--- src/rtl/line_xfer_pkg.sv ---
// Shared types and default geometry for the cache-line transfer controller.
package line_xfer_pkg;

  typedef enum logic [2:0] {
    IDLE,
    WB_LOAD,
    WB_BEAT,
    FILL_BEAT,
    DONE
  } state_t;

  localparam int DEF_CASH_STR_WIDTH = 64;
  localparam int DEF_SHIFT_LEN      = 32;
  localparam int DEF_TIMEOUT        = 255;
  localparam int DEF_BEATS          = DEF_CASH_STR_WIDTH / DEF_SHIFT_LEN;

  function automatic int calc_beats(input int line_w, input int beat_w);
    return line_w / beat_w;
  endfunction

endpackage

--- src/rtl/line_xfer_tmo.sv ---
// Per-beat ack watchdog: counts stalled cycles in a beat state, flags expiry
// on the cycle the count would reach TIMEOUT.
module line_xfer_tmo #(
  parameter int TIMEOUT = 255
) (
  input  logic clk,
  input  logic not_reset,
  input  logic in_beat,
  input  logic ack,
  output logic expired
);

  localparam int CW = $clog2(TIMEOUT + 1);

  logic [CW-1:0] cnt;

  // Leaving the beat states clears the count, so every beat state is entered at zero.
  always_ff @(posedge clk or negedge not_reset) begin
    if (!not_reset) begin
      cnt <= '0;
    end else if (!in_beat || ack) begin
      cnt <= '0;
    end else begin
      cnt <= cnt + CW'(1);
    end
  end

  assign expired = in_beat && !ack && (cnt == CW'(TIMEOUT - 1));

endmodule

--- src/rtl/line_xfer_ctrl.sv ---
// Sequences cache-line writeback/fill as BEATS memory beats and drives the external line shift register.
// Optional per-beat ack timeout is built only when LINE_XFER_TIMEOUT_EN is defined.
module line_xfer_ctrl
  import line_xfer_pkg::*;
#(
  parameter int CASH_STR_WIDTH = DEF_CASH_STR_WIDTH,
  parameter int SHIFT_LEN      = DEF_SHIFT_LEN,
  parameter int TIMEOUT        = DEF_TIMEOUT
) (
  input  logic clk,
  input  logic not_reset,
  input  logic wb_req,
  input  logic fill_req,
  output logic busy,
  output logic done,
  output logic err,
  output logic mem_rd,
  output logic mem_wr,
  input  logic mem_ack,
  output logic sr_load,
  output logic sr_mode,
  output logic sr_shift,
  output logic [$clog2(calc_beats(CASH_STR_WIDTH, SHIFT_LEN))-1:0] beat_idx
);

  localparam int BEATS = calc_beats(CASH_STR_WIDTH, SHIFT_LEN);
  localparam int IW    = $clog2(BEATS);

  state_t state;
  logic   fill_pend;
  logic   last_beat;
  logic   tmo_hit;

  assign last_beat = (beat_idx == IW'(BEATS - 1));

`ifdef LINE_XFER_TIMEOUT_EN
  logic in_beat;
  assign in_beat = (state == WB_BEAT) || (state == FILL_BEAT);

  line_xfer_tmo #(.TIMEOUT(TIMEOUT)) u_tmo (
    .clk       (clk),
    .not_reset (not_reset),
    .in_beat   (in_beat),
    .ack       (mem_ack),
    .expired   (tmo_hit)
  );

  always_ff @(posedge clk or negedge not_reset) begin
    if (!not_reset) begin
      err <= 1'b0;
    end else if (state == IDLE && (wb_req || fill_req)) begin
      err <= 1'b0;
    end else if (tmo_hit) begin
      err <= 1'b1;
    end
  end
`else
  assign tmo_hit = 1'b0;
  assign err     = 1'b0;
`endif

  // Load/shift strobes follow the ack in the same cycle the beat completes.
  assign sr_load  = (state == WB_LOAD) || (state == FILL_BEAT && mem_ack);
  assign sr_shift = (state == WB_BEAT) && mem_ack;

  always_ff @(posedge clk or negedge not_reset) begin
    if (!not_reset) begin
      state     <= IDLE;
      beat_idx  <= '0;
      fill_pend <= 1'b0;
      busy      <= 1'b0;
      done      <= 1'b0;
      mem_rd    <= 1'b0;
      mem_wr    <= 1'b0;
      sr_mode   <= 1'b0;
    end else begin
      done <= 1'b0;
      case (state)
        IDLE: begin
          beat_idx <= '0;
          if (wb_req) begin
            state     <= WB_LOAD;
            fill_pend <= fill_req;
            busy      <= 1'b1;
            sr_mode   <= 1'b0;
          end else if (fill_req) begin
            state   <= FILL_BEAT;
            busy    <= 1'b1;
            mem_rd  <= 1'b1;
            sr_mode <= 1'b1;
          end
        end
        WB_LOAD: begin
          state    <= WB_BEAT;
          mem_wr   <= 1'b1;
          beat_idx <= '0;
        end
        WB_BEAT: begin
          if (tmo_hit) begin
            state     <= DONE;
            done      <= 1'b1;
            mem_wr    <= 1'b0;
            fill_pend <= 1'b0;
            beat_idx  <= '0;
          end else if (mem_ack) begin
            beat_idx <= last_beat ? '0 : beat_idx + IW'(1);
            if (last_beat) begin
              mem_wr <= 1'b0;
              if (fill_pend) begin
                state     <= FILL_BEAT;
                fill_pend <= 1'b0;
                mem_rd    <= 1'b1;
                sr_mode   <= 1'b1;
              end else begin
                state <= DONE;
                done  <= 1'b1;
              end
            end
          end
        end
        FILL_BEAT: begin
          if (tmo_hit || (mem_ack && last_beat)) begin
            state    <= DONE;
            done     <= 1'b1;
            mem_rd   <= 1'b0;
            sr_mode  <= 1'b0;
            beat_idx <= '0;
          end else if (mem_ack) begin
            beat_idx <= beat_idx + IW'(1);
          end
        end
        DONE: begin
          state <= IDLE;
          busy  <= 1'b0;
        end
        default: begin
          state  <= IDLE;
          busy   <= 1'b0;
          mem_rd <= 1'b0;
          mem_wr <= 1'b0;
        end
      endcase
    end
  end

endmodule

--- config.mk ---
export PLATFORM = sky130hd
export DESIGN_NAME = line_xfer_ctrl
export DESIGN_NICKNAME = d
export VERILOG_FILES = /design/src/rtl/line_xfer_pkg.sv /design/src/rtl/line_xfer_tmo.sv /design/src/rtl/line_xfer_ctrl.sv
export SDC_FILE = /design/constraint.sdc
export NUM_CORES = 1
export LEC_CHECK = 0
export ABC_CLOCK_PERIOD_IN_PS = 1200
export BUFFER_PORTS_ARGS = -buffer_cell sky130_fd_sc_hd__buf_2
export CAP_MARGIN = 30
export CORE_MARGIN = 1
export CORE_UTILIZATION = 25
export DETAILED_ROUTE_END_ITERATION = 8
export HOLD_SLACK_MARGIN = 0.15
export PLACE_DENSITY = 0.48
export SETUP_SLACK_MARGIN = 0.5
export SYNTH_ARGS = -nofsm -noshare
export SYNTH_HDL_FRONTEND = slang
export SYNTH_SLANG_ARGS = --single-unit
--- constraint.sdc ---
create_clock -name clk -period 1.2 [get_ports clk]
set_input_delay 0.12 -clock clk [delete_from_list [all_inputs] [get_ports clk]]
set_output_delay 0.12 -clock clk [all_outputs]
set_load 0.02 [all_outputs]
# --- Yosys cells after proc, flatten, opt, wreduce, memory -nomap -nowiden ---
# Index checks and enable logic that the tools add are counted.
op_classes:
  add_sub_neg: 1
  eq_ne: 13
  n_mux: 33
  bitwise: 3
  reduce_logical: 19
op_table:
  columns: ["operator", "count"]
  rows:
  - ["$mux 1", 19]
  - ["$mux 3", 6]
  - ["$ne 2x2->1 const B", 6]
  - ["$pmux 3 s4", 1]
  - ["$pmux 1 s3", 3]
  - ["$reduce_and 4->1", 2]
  - ["$reduce_and 7->1", 1]
  - ["$eq 3x2->1 const B", 2]
  - ["$pmux 1 s2", 3]
  - ["$reduce_and 3->1", 2]
  - ["$reduce_and 6->1", 1]
  - ["$reduce_bool 3->1", 2]
  - ["$reduce_or 3->1", 2]
  - ["$pmux 1 s4", 1]
  - ["$reduce_or 2->1", 2]
  - ["$eq 3x1->1 const B", 1]
  - ["$eq 3x3->1 const B", 1]
  - ["$logic_and 1x1->1", 3]
  - ["$logic_not 3->1", 1]
  - ["$ne 3x2->1 const B", 1]
  - ["$ne 3x3->1 const B", 1]
  - ["$not 1->1", 3]
  - ["$ne 2x1->1 const B", 1]
  - ["$reduce_and 2->1", 1]
  - ["other kinds (3)", 3]
totals:
  register_bits: 10
  output_inout_bits: 9

# --- Logic depth before layout (Yosys ltp) ---
# Gate-level depths: netlist of run 1.
depth:
  ltp_word: 4
  mapped_depth: 4
  ltp_nobuf: 3

# --- Worst setup path before layout of run 1 ---
# No wires, ideal clock.
synth_timing:
  path_kind: "register to register"
  startpoint: "register beat_idx"
  endpoint: "register sr_mode"
  setup_time_ns: 0.126
  arrival_time_ns: 1.122
  t_required_ns: 1.074
  setup_slack_ns: -0.048
  stages_incl_launch_ff: 4
  path_cell_list: "dfrtp_1 > and3_4 > o2bb2ai_1 > a221o_1"
synth_via:
  elab_chain_cells: 3
  elab_cells_between_ends: 4
  cone_classes: "eq/ne: 2; reduce/logical: 2"
synth_lines:
  columns: ["element", "line", "source"]
  rows:
  - ["start: declaration", "line_xfer_ctrl.sv:23", "output logic [$clog2(calc_beats(CASH_STR_WIDTH, SHIFT_LEN))-1:0] beat_idx"]
  - ["start signal: assignment", "line_xfer_ctrl.sv:106", "beat_idx <= last_beat ? '0 : beat_idx + IW'(1);"]
  - ["start signal: assignment", "line_xfer_ctrl.sv:129", "beat_idx <= beat_idx + IW'(1);"]
  - ["$logic_and 1x1->1", "line_xfer_ctrl.sv:122", "if (tmo_hit || (mem_ack && last_beat)) begin"]
  - ["$ne 2x1->1 (no line)", null, null]
  - ["$reduce_and 6->1 (no line) (*)", null, null]
  - ["end signal: assignment", "line_xfer_ctrl.sv:90", "sr_mode <= 1'b1;"]
  - ["end signal: assignment", "line_xfer_ctrl.sv:113", "sr_mode <= 1'b1;"]
  - ["end signal: assignment", "line_xfer_ctrl.sv:126", "sr_mode <= 1'b0;"]
  - ["end: declaration", "line_xfer_ctrl.sv:21", "output logic sr_mode,"]
# Mark *: on every way between the ends. The rest lies on a longest branch, timed or not.
# A chain may end at the register's enable or synchronous reset.

# --- Worst setup path in the final report of run 1 ---
layout_timing:
  startpoint: "register state[0]"
  endpoint: "output sr_load"
layout_via:
  elab_chain_cells: 3
  elab_cells_between_ends: 4
  cone_classes: "eq/ne: 2; reduce/logical: 2"
layout_lines:
  columns: ["element", "line", "source"]
  rows:
  - ["start: declaration", "line_xfer_ctrl.sv:29", "state_t state;"]
  - ["start signal: assignment", "line_xfer_ctrl.sv:68", "state <= IDLE;"]
  - ["start signal: assignment", "line_xfer_ctrl.sv:82", "state <= WB_LOAD;"]
  - ["start signal: assignment", "line_xfer_ctrl.sv:87", "state <= FILL_BEAT;"]
  - ["$eq 3x2->1", "line_xfer_ctrl.sv:63", "assign sr_load = (state == WB_LOAD) || (state == FILL_BEAT && mem_ack);"]
  - ["$logic_and 1x1->1", "line_xfer_ctrl.sv:63", null]
  - ["$logic_or 1x1->1 (*)", "line_xfer_ctrl.sv:63", null]
  - ["end: declaration", "line_xfer_ctrl.sv:20", "output logic sr_load,"]
# Marks and branches as above.

==> flow_summary.toml, run 1 <==
[worst_hold_path]
hold_class = "in -> reg"
hold_depth = 3

[synthesis]
async_flop_share = 1.000
synth_edf_count = 0
syn_inst = 59
synth-seq-cells = 10
postSynthNetCount = 64
syn_avg_cell_area_sq_um = 9.437
yosysSeqAreaShare = 0.4494
synth_top_area_cell = "dfrtp_1"
ys.flop_type = "dfrtp_1"
synth_area_sq_um = 556.8
synth_top_area_share = 0.4494
ys.warnings.count = 0
synth.area.top_cells = "dfrtp_1 (45%), o2bb2ai_1 (4.7%), a21oi_1 (3.6%)"
ys_types = 28

[sta]
setup_ws_ps = -148.3
period_share = 1.124
finalSetupViolCount = 5
finalMaxSlewViolations = 0
min_period_ps = 1348
skew_ps = 4.288
rsz0062_at_grt = "true"
fmax_mhz = 741.6
hold_viol_final = 0

[worst_setup_path]
cp_max_fo = 4
r2r_cells = 4
critical_path_arrival_ps = 1230
start_kind = "register"
cp-end-kind = "output port"
worst-setup-path-type = "reg -> out"
cp.required_ps = 1080

[drt]
avgViaCountPerCell = 4.892
drtAntennaViolNets = 0
drtIter0Drc = 1
wl_per_cell_um = 13.16
wirelength_um = 1579
vias = 587
drt_pass1_iterations = 3
route.detailed.drc = 0

[clock_network]
cts.sinks = 10
htree_num_levels = 1
numCtsBuffers = 3
cts_buffer_depth = 2
cts_root_buf = "clkbuf_4"
tritoncts = "yes"
path_clk_slew_ps = 70
clock_latency_ps = 280

[grt]
grt_pass1_vias = 612
antenna_found_initial = 0
track_usage = 0.1511
grt_max_degree = 11
overflow = 0
grt_pass1_wl_um = 2732

[run]
cap_violations = 0

[place]
dpl.hpwl_um = 916.2
detailed_place.area_sq_um = 718.2
io_buffers = 12
place_congestion = 0.8016

[finish]
syn2layout_area_growth_pct = 77.08
drive_gt1_frac = 0.5699
final_util = 0.4876
antennaDiodeCount = 0
nNetsFinal = 99
fin_area_sq_um = 985.9

[status]
violations = "setup timing"
status = "finished with violations"

[floorplanning]
dieArea_sq_um = 2420
die_x_um = 49.19
die_y_um = 49.19
pin_count = 14
start_util = 0.2754
coreArea_sq_um = 2022
row_count = 16

[power_and_ir_drop]
power_density_nw_per_um2 = 2610
ir_worst_vdd_uv = 1128
p_leak_nw = 0.4533
cell families (layout without fill, tap and decap cells):
| kind of cell | Yosys count | count (layout) | synth area share |
|---|---|---|---|
| flip-flops | 10 | 10 | 0.4494 |
| other | 1 | 1 | 0.006735 |
| AND/OR/NAND/NOR | 18 | 18 | 0.1820 |
| AO/OA/AOI/OAI | 22 | 22 | 0.2810 |
| buffers and inverters | 8 | 42 | 0.08088 |
area by class of cell:
| cell class | count | area (sq um) |
|---|---|---|
| Timing Repair Buffer | 34 | 322.8 |
| Clock buffer | 4 | 36.28 |
| Inverter | 4 | 15.01 |
| Tap cell | 27 | 33.78 |
| Multi-Input combinational cell | 41 | 322.8 |
| Fill cell | 199 | 1036 |
| Sequential cell | 10 | 255.2 |
Yosys cell counts (2+ instances only):
cell type	count
dfrtp_1	10
nor2_1	5
a21oi_1	4
inv_1	4
o21ai_0	4
nand2_1	3
nand2b_1	3
o2bb2ai_1	3
buf_4	2
nor3b_1	2
o311a_1	2
layout by cell type, fill, tap and decap left out, drive strengths merged:
cell type | synthesis | routed
o21ai | 4 | 4
a221o | 1 | 1
o22ai | 1 | 1
a22o | 1 | 1
nor2b | 1 | 1
o2bb2ai | 3 | 3
and2 | 1 | 1
inv | 4 | 4
o311a | 2 | 2
or2b | 1 | 1
a22oi | 1 | 1
a21o | 1 | 1
nand2b | 3 | 3
a31oi | 1 | 1
conb | 1 | 1
nor2 | 5 | 5
a21boi | 1 | 1
clkbuf | 1 | 4
dlygate4sd3 | 0 | 1
dfrtp | 10 | 10
o2111ai | 1 | 1
a21oi | 4 | 4
nand2 | 3 | 3
o31ai | 1 | 1
and3 | 2 | 2
buf | 3 | 33
nor3b | 2 | 2
where the power goes:
part	internal (mW)	leakage (nW)	total, mW	switching (mW)
clock network	0.185	0.0210	0.319	0.134
registers	0.486	0.118	0.638	0.151
logic	0.927	0.314	1.62	0.689
total	1.60	0.453	2.57	0.975
per-stage QoR:
| step | total power [mW] | setup slack, ps | TNS, ps | hold WS (ps) | instances |
|---|---|---|---|---|---|
| 6_report | 2.573 | -148.3 | -368.8 | 185.6 | 120 |
| 5_1_grt | 2.751 | -202.5 | -698.5 | 204.6 | 120 |
| 4_1_cts | 2.425 | -163.5 | -320.3 | 165.1 | 115 |
| 3_5_place_dp | 1.642 | 40.34 | 0 | 3.661 | 102 |
| 3_3_place_gp | 1.648 | 61.89 | 0 | 2.264 | 102 |
| 2_1_floorplan | 1.350 | 31.95 | 0 | -175.6 | 59 |
worst paths after layout:
kind                            endpoint       from  slack [ps]
max in group asynchronous         mem_wr  not_reset         740
worst max-delay path             sr_load   state[0]        -150
worst max register to register    mem_rd   state[1]         -40
min in group asynchronous        sr_mode  not_reset         230
worst min-delay path                busy   fill_req         190
worst min register to register      busy       busy         540
worst max-delay path, cell delays in order, from the launching register on:
cell	delay (ps)
dfrtp_2	420
or2b_1	280
a21oi_4	120
buf_6	130
timing repair:
item / in CTS / in global routing
pin swaps: 7 / 7
hold endpoints to repair: 10 / 0
buffers inserted: 8 / 5
endpoints found under the setup margin: 18 / 18
resized for setup: 33 / 5
hold buffers: 1 / 0
state kept, by name, summed over array words and instances, names as in the netlist:
| signal | flops |
|---|---|
| beat_idx | 1 |
| busy | 1 |
| done | 1 |
| fill_pend | 1 |
| mem_rd | 1 |
| mem_wr | 1 |
| sr_mode | 1 |
| state | 3 |
per-layer routing:
| metal | global-route usage | up-vias | share of wire |
|---|---|---|---|
| met1 | 0.1857 | 284 | 0.42 |
| met3 | 0.04984 | 4 | 0.058 |
| met5 | 0 | - | 0 |
| li1 | - | 283 | - |
| met4 | 0.08333 | 0 | 0.017 |
| met2 | 0.2306 | 16 | 0.50 |
Note: power is estimated with default switching activity, not from simulation.
==> run 2, diff against run 1 <==
Settings changed: CORE_MARGIN 1 to 1.5.
==> run 2 against run 1 <==
  * The run still ends with setup timing left
  * Clock power is essentially flat
  * Hold slack lost 15 ps
  * Non-clock buffer count grew 4
  * Sequential share of layout area shrank 1.1 points
  * Cell area grew 4.4%
  * Sequential cell count is the same
  * Via count shrank 1.9%
==> flow_summary.toml, run 2 (same netlist as run 1, synthesis figures left out) <==
[status]
status = "finished with violations"
violations = "setup timing"

[power_and_ir_drop]
power_mw = 2.692
ir_worst_vdd_uv = 1150
p_leak_nw = 0.4794
power_density_nw_per_um2 = 2614

[finish]
final_cell_mix = "buf_6 (22), buf_4 (11), dfrtp_1 (6)"
nNetsFinal = 103
drive_gt1_frac = 0.5979
finalNonFillerCells = 124
largest-register = "state"
layout_commonest_cell = "buf_6"
antennaDiodeCount = 0
syn2layout_area_growth_pct = 84.94
largest_reg_flops = 3

[clock_network]
cts_root_buf = "clkbuf_4"
tritoncts = "yes"
clock_latency_ps = 270
cts.sinks = 10
numCtsBuffers = 3
cts_buffer_depth = 2
htree_num_levels = 1
path_clk_slew_ps = 70

[drt]
wl_per_cell_um = 13.35
route.detailed.drc = 0
drtIter0Drc = 5
avgViaCountPerCell = 4.645
drt_pass1_iterations = 4
drtAntennaViolNets = 0
vias = 576
wirelength_um = 1656

[sta]
min_period_ps = 1356
finalSetupViolCount = 6
finalMaxSlewViolations = 0
setup_ws_ps = -156.0
hold_viol_final = 0
period_share = 1.130
skew_ps = 3.671
rsz0062_at_grt = "true"
fmax_mhz = 737.4

[grt]
overflow = 0
grt_pass1_vias = 561
antenna_found_initial = 0
grt_pass1_wl_um = 2649
track_usage = 0.1443
grt_max_degree = 13

[place]
place_congestion = 0.8129
io_buffers = 12
dpl.hpwl_um = 952.5
place_inst = 101

[worst_setup_path]
cp_max_fo = 4
cp.required_ps = 1080
cp-end-kind = "output port"
r2r_setup_slack_ps = -120
start_kind = "register"
critical_path_arrival_ps = 1240
worst-setup-path-type = "reg -> out"

[floorplanning]
die_y_um = 50.19
row_count = 16
die_x_um = 50.19
pin_count = 14
dieArea_sq_um = 2519
coreArea_sq_um = 2022
start_util = 0.2754

[run]
cap_violations = 0

[worst_hold_path]
hold_class = "in -> reg"
run 2: final timing paths:
path | end | start | depth (start not counted)
max in group asynchronous | state[2] | not_reset | 2
min in group asynchronous | sr_mode | not_reset | 2
min | busy | fill_req | 3
max reg2reg | sr_mode | state[2] | 5
max | sr_load | state[2] | 3
min reg2reg | busy | busy | 2
run 2: repair_timing:
item | 4_1_cts | 5_1_grt
hold buffers | 1 | 0
endpoints found under the hold margin | 10 | 0
pin swaps | 5 | 6
setup buffers | 9 | 9
gates resized for setup | 34 | 8
setup endpoints to repair | 18 | 18
run 2: metrics by stage:
| stage | setup TNS, ps | setup WS [ps] | hold slack [ps] | area [sq um] | util |
|---|---|---|---|---|---|
| after global routing | -956.6 | -221.2 | 172.7 | 1030 | 0.5093 |
| final | -505.4 | -156.0 | 170.5 | 1030 | 0.5093 |
| after global placement | 0 | 59.56 | 0.2329 | 710.7 | 0.3515 |
| after floorplan | 0 | 31.95 | -175.6 | 598.1 | - |
| after CTS | -346.5 | -157.3 | 169.8 | 930.9 | 0.4604 |
| after detailed placement | 0 | 24.93 | -0.01646 | 710.7 | 0.3515 |
run 2: worst max-delay path, cell delays in order, from the launching register on:
cell	delay [ps]
dfrtp_2	440
or2b_1	280
a21oi_4	120
buf_6	120
run 2: routing by layer:
layer / vias up / share of wire / global-route usage
met5: - / 0 / 0
met4: 0 / 0.029 / 0.06944
met3: 8 / 0.070 / 0.07738
met2: 23 / 0.44 / 0.2149
met1: 257 / 0.46 / 0.1676
li1: 288 / - / -
run 2: layout make-up:
cell class,instances,area (sq um)
timing repair buffer,38,360.3
inverter,4,15.01
tap,27,33.78
sequential,10,255.2
multi-input combinational,41,329.1
fill,175,992.2
clock buffer,4,36.28
run 2: power by group:
group | switching [mW] | total (mW) | internal [mW]
Sequential | 0.164 | 0.650 | 0.486
Clock | 0.132 | 0.317 | 0.185
Combinational | 0.711 | 1.73 | 1.01
Total | 1.01 | 2.69 | 1.69
==> run 3, diff against run 2 <==
Settings changed: ABC_AREA set to 1.
==> run 3 against run 2 <==
  * The run still ends with setup timing left
  * Largest power group unchanged
  * Synthesized area grew 6.5%
  * Routed wire length up 0.12%
  * Clock power fell by 20%
  * Non-clock buffer count fell by 11
  * Core utilization decreased by 7.9 points
  * Power up 5.5%
  * Hold slack worse by 47 ps
  * Sequential power decreased by 0.6%
  * Final cell count increased by 15%
==> flow_summary.toml, run 3 <==
[synthesis]
async_flop_share = 1.000
synth-seq-cells = 10
ys.warnings.count = 0
synth_top_area_share = 0.4219
yosysSeqAreaShare = 0.4219
synth_area_sq_um = 593.1
synth.area.top_cells = "dfrtp_1 (42%), nand2_1 (16%), nand3_1 (6.8%)"
synth_most_common_cell = "nand2_1"
yosys-top-cells-count = "nand2_1 (26), dfrtp_1 (10), inv_1 (10), nor2_1 (9), nand3_1 (8)"
ys_types = 16
synth_top_area_cell = "dfrtp_1"
ys.flop_type = "dfrtp_1"
postSynthNetCount = 90
syn_avg_cell_area_sq_um = 6.977
synth_edf_count = 0
syn_inst = 85

[sta]
period_share = 1.050
finalMaxSlewViolations = 0
setup_tns_ps = -242.4
finalSetupViolCount = 6
fmax_mhz = 793.6
rsz0062_at_grt = "true"
skew_ps = 2.141
hold_viol_final = 0
min_period_ps = 1260
setup_ws_ps = -60.07

[grt]
grtUsageMet1 = 0.1667
use_met3 = 0.04598
grt_max_degree = 11
track_usage = 0.1344
use_met2 = 0.2158
grt_pass1_vias = 612
overflow = 0
grt_pass1_wl_um = 2608
antenna_found_initial = 0
grt_busiest_layer = "met2"

[floorplanning]
coreArea_sq_um = 2233
row_count = 17
pin_count = 14
start_util = 0.2655
die_y_um = 51.71
die_x_um = 51.71
dieArea_sq_um = 2673

[place]
dpl_worst_slack_ps = 6.647
place_congestion = 0.8635
place_inst = 127
io_buffers = 12
dpl.hpwl_um = 1128
detailed_place.area_sq_um = 730.7

[worst_setup_path]
start_kind = "register"
cp_max_fo = 3
cp-end-kind = "output port"
endpoint = "sr_shift"
crit_start = "state[1]"
critical_path_arrival_ps = 1140
worst-setup-path-type = "reg -> out"
r2r_cells = 7
cp.required_ps = 1080
reg2reg_to = "sr_mode"
r2r_setup_slack_ps = -40
timing.rr.start = "state[2]"

[finish]
finalNonFillerCells = 143
final_cell_mix = "nand2_1 (23), buf_6 (12), buf_4 (10)"
largest-register = "state"
antennaDiodeCount = 0
syn2layout_area_growth_pct = 62.03
nNetsFinal = 121
largest_reg_flops = 3
drive_gt1_frac = 0.4957
fin_area_sq_um = 960.9
layout_commonest_cell = "nand2_1"

[clock_network]
ctsHoldBuffers = 1
tritoncts = "yes"
cts.sinks = 10
cts_buffer_depth = 2
numCtsBuffers = 3
cts_root_buf = "clkbuf_4"
clock_latency_ps = 270
htree_num_levels = 1
path_clk_slew_ps = 70

[drt]
drt_pass1_iterations = 4
avgViaCountPerCell = 4.531
wl_per_cell_um = 11.59
route.detailed.drc = 0
wirelength_um = 1658
drtIter0Drc = 5
vias = 648
drtAntennaViolNets = 0

[power_and_ir_drop]
power_density_nw_per_um2 = 2955
power_mw = 2.839
switching_share = 0.4652
p_leak_nw = 0.4976
pwr-share-seq = 0.227
clockPowerShare = 0.089
p_int_mw = 1.519
ir_worst_vdd_uv = 1202
combPwrFrac = 0.683
switchingPower_mw = 1.321

[status]
violations = "setup timing"
status = "finished with violations"

[run]
cap_violations = 0

[worst_hold_path]
hold_class = "in -> reg"
## run 3: cell types whose count changed after synthesis, sizes merged, moves of 3 or more
cell / delta
nand3: +10
nand2b: -3
nand2: +25
a21oi: -3
o2bb2ai: -3
inv: +8
nor2: +9
## run 3: cell families (layout without fill, tap and decap cells)
logic type,Yosys count,count (layout),synth area share
AO/OA/AOI/OAI,8,8,0.07805
buffers and inverters,13,43,0.08862
flip-flops,10,10,0.4219
other,1,1,0.006323
AND/OR/NAND/NOR,53,53,0.4050
## run 3: cell type report
type                       count  area [sq um]
fill                         247          1272
multi-input combinational     62         357.8
sequential                    10         254.0
timing repair buffer          27         240.2
inverter                      12         47.55
tap                           28         35.03
clock buffer                   4         26.28
## run 3: stage by stage
stage                 util  hold slack (ps)
floorplan                -           -175.6
CTS                 0.4129            123.9
detailed placement  0.3272            1.832
finish              0.4303            123.8
global route        0.4303            135.6
global placement    0.3272            3.747
## run 3: worst max-delay path: stages (launching register included)
cell and delay, ps:
dfrtp_1 370, inv_2 90, nor2_4 130, nand2_2 60
nor2_2 100, buf_6 120
## run 3: worst min-delay path by stage
| stage | start | endpoint | slack [ps] | depth (start not counted) |
|---|---|---|---|---|
| 2_1_floorplan | not_reset | beat_idx | -180 | 0 |
| 3_5_place_dp | not_reset | fill_pend | 2 | 1 |
| 3_3_place_gp | not_reset | busy | 4 | 1 |
| 5_1_grt | fill_req | fill_pend | 140 | 3 |
| 4_1_cts | fill_req | fill_pend | 120 | 3 |
| 6_report | fill_req | fill_pend | 120 | 3 |
## run 3: repair_timing
action | 4_1_cts | 5_1_grt
gates resized for setup | 25 | 8
buffers inserted | 9 | 2
endpoints found under the setup margin | 18 | 18
hold endpoints to repair | 12 | 2
pin swaps | 4 | 2
## run 3: layer usage
layer / wire [um] / share of wire / vias up
met3: 68 / 0.041 / 4
met2: 832 / 0.50 / 11
met4: 29 / 0.017 / 0
li1: - / - / 325
met1: 728 / 0.44 / 308
met5: 0 / 0 / -
## run 3: power by group through the flow
stage | sequential [mW] | combinational, mW | clock, mW
6_report | 0.646 | 1.94 | 0.254
5_1_grt | 0.665 | 2.14 | 0.277
4_1_cts | 0.638 | 1.79 | 0.259
3_5_place_dp | 0.644 | 1.32 | 0
3_3_place_gp | 0.635 | 1.33 | 0
2_1_floorplan | 0.732 | 0.859 | 0
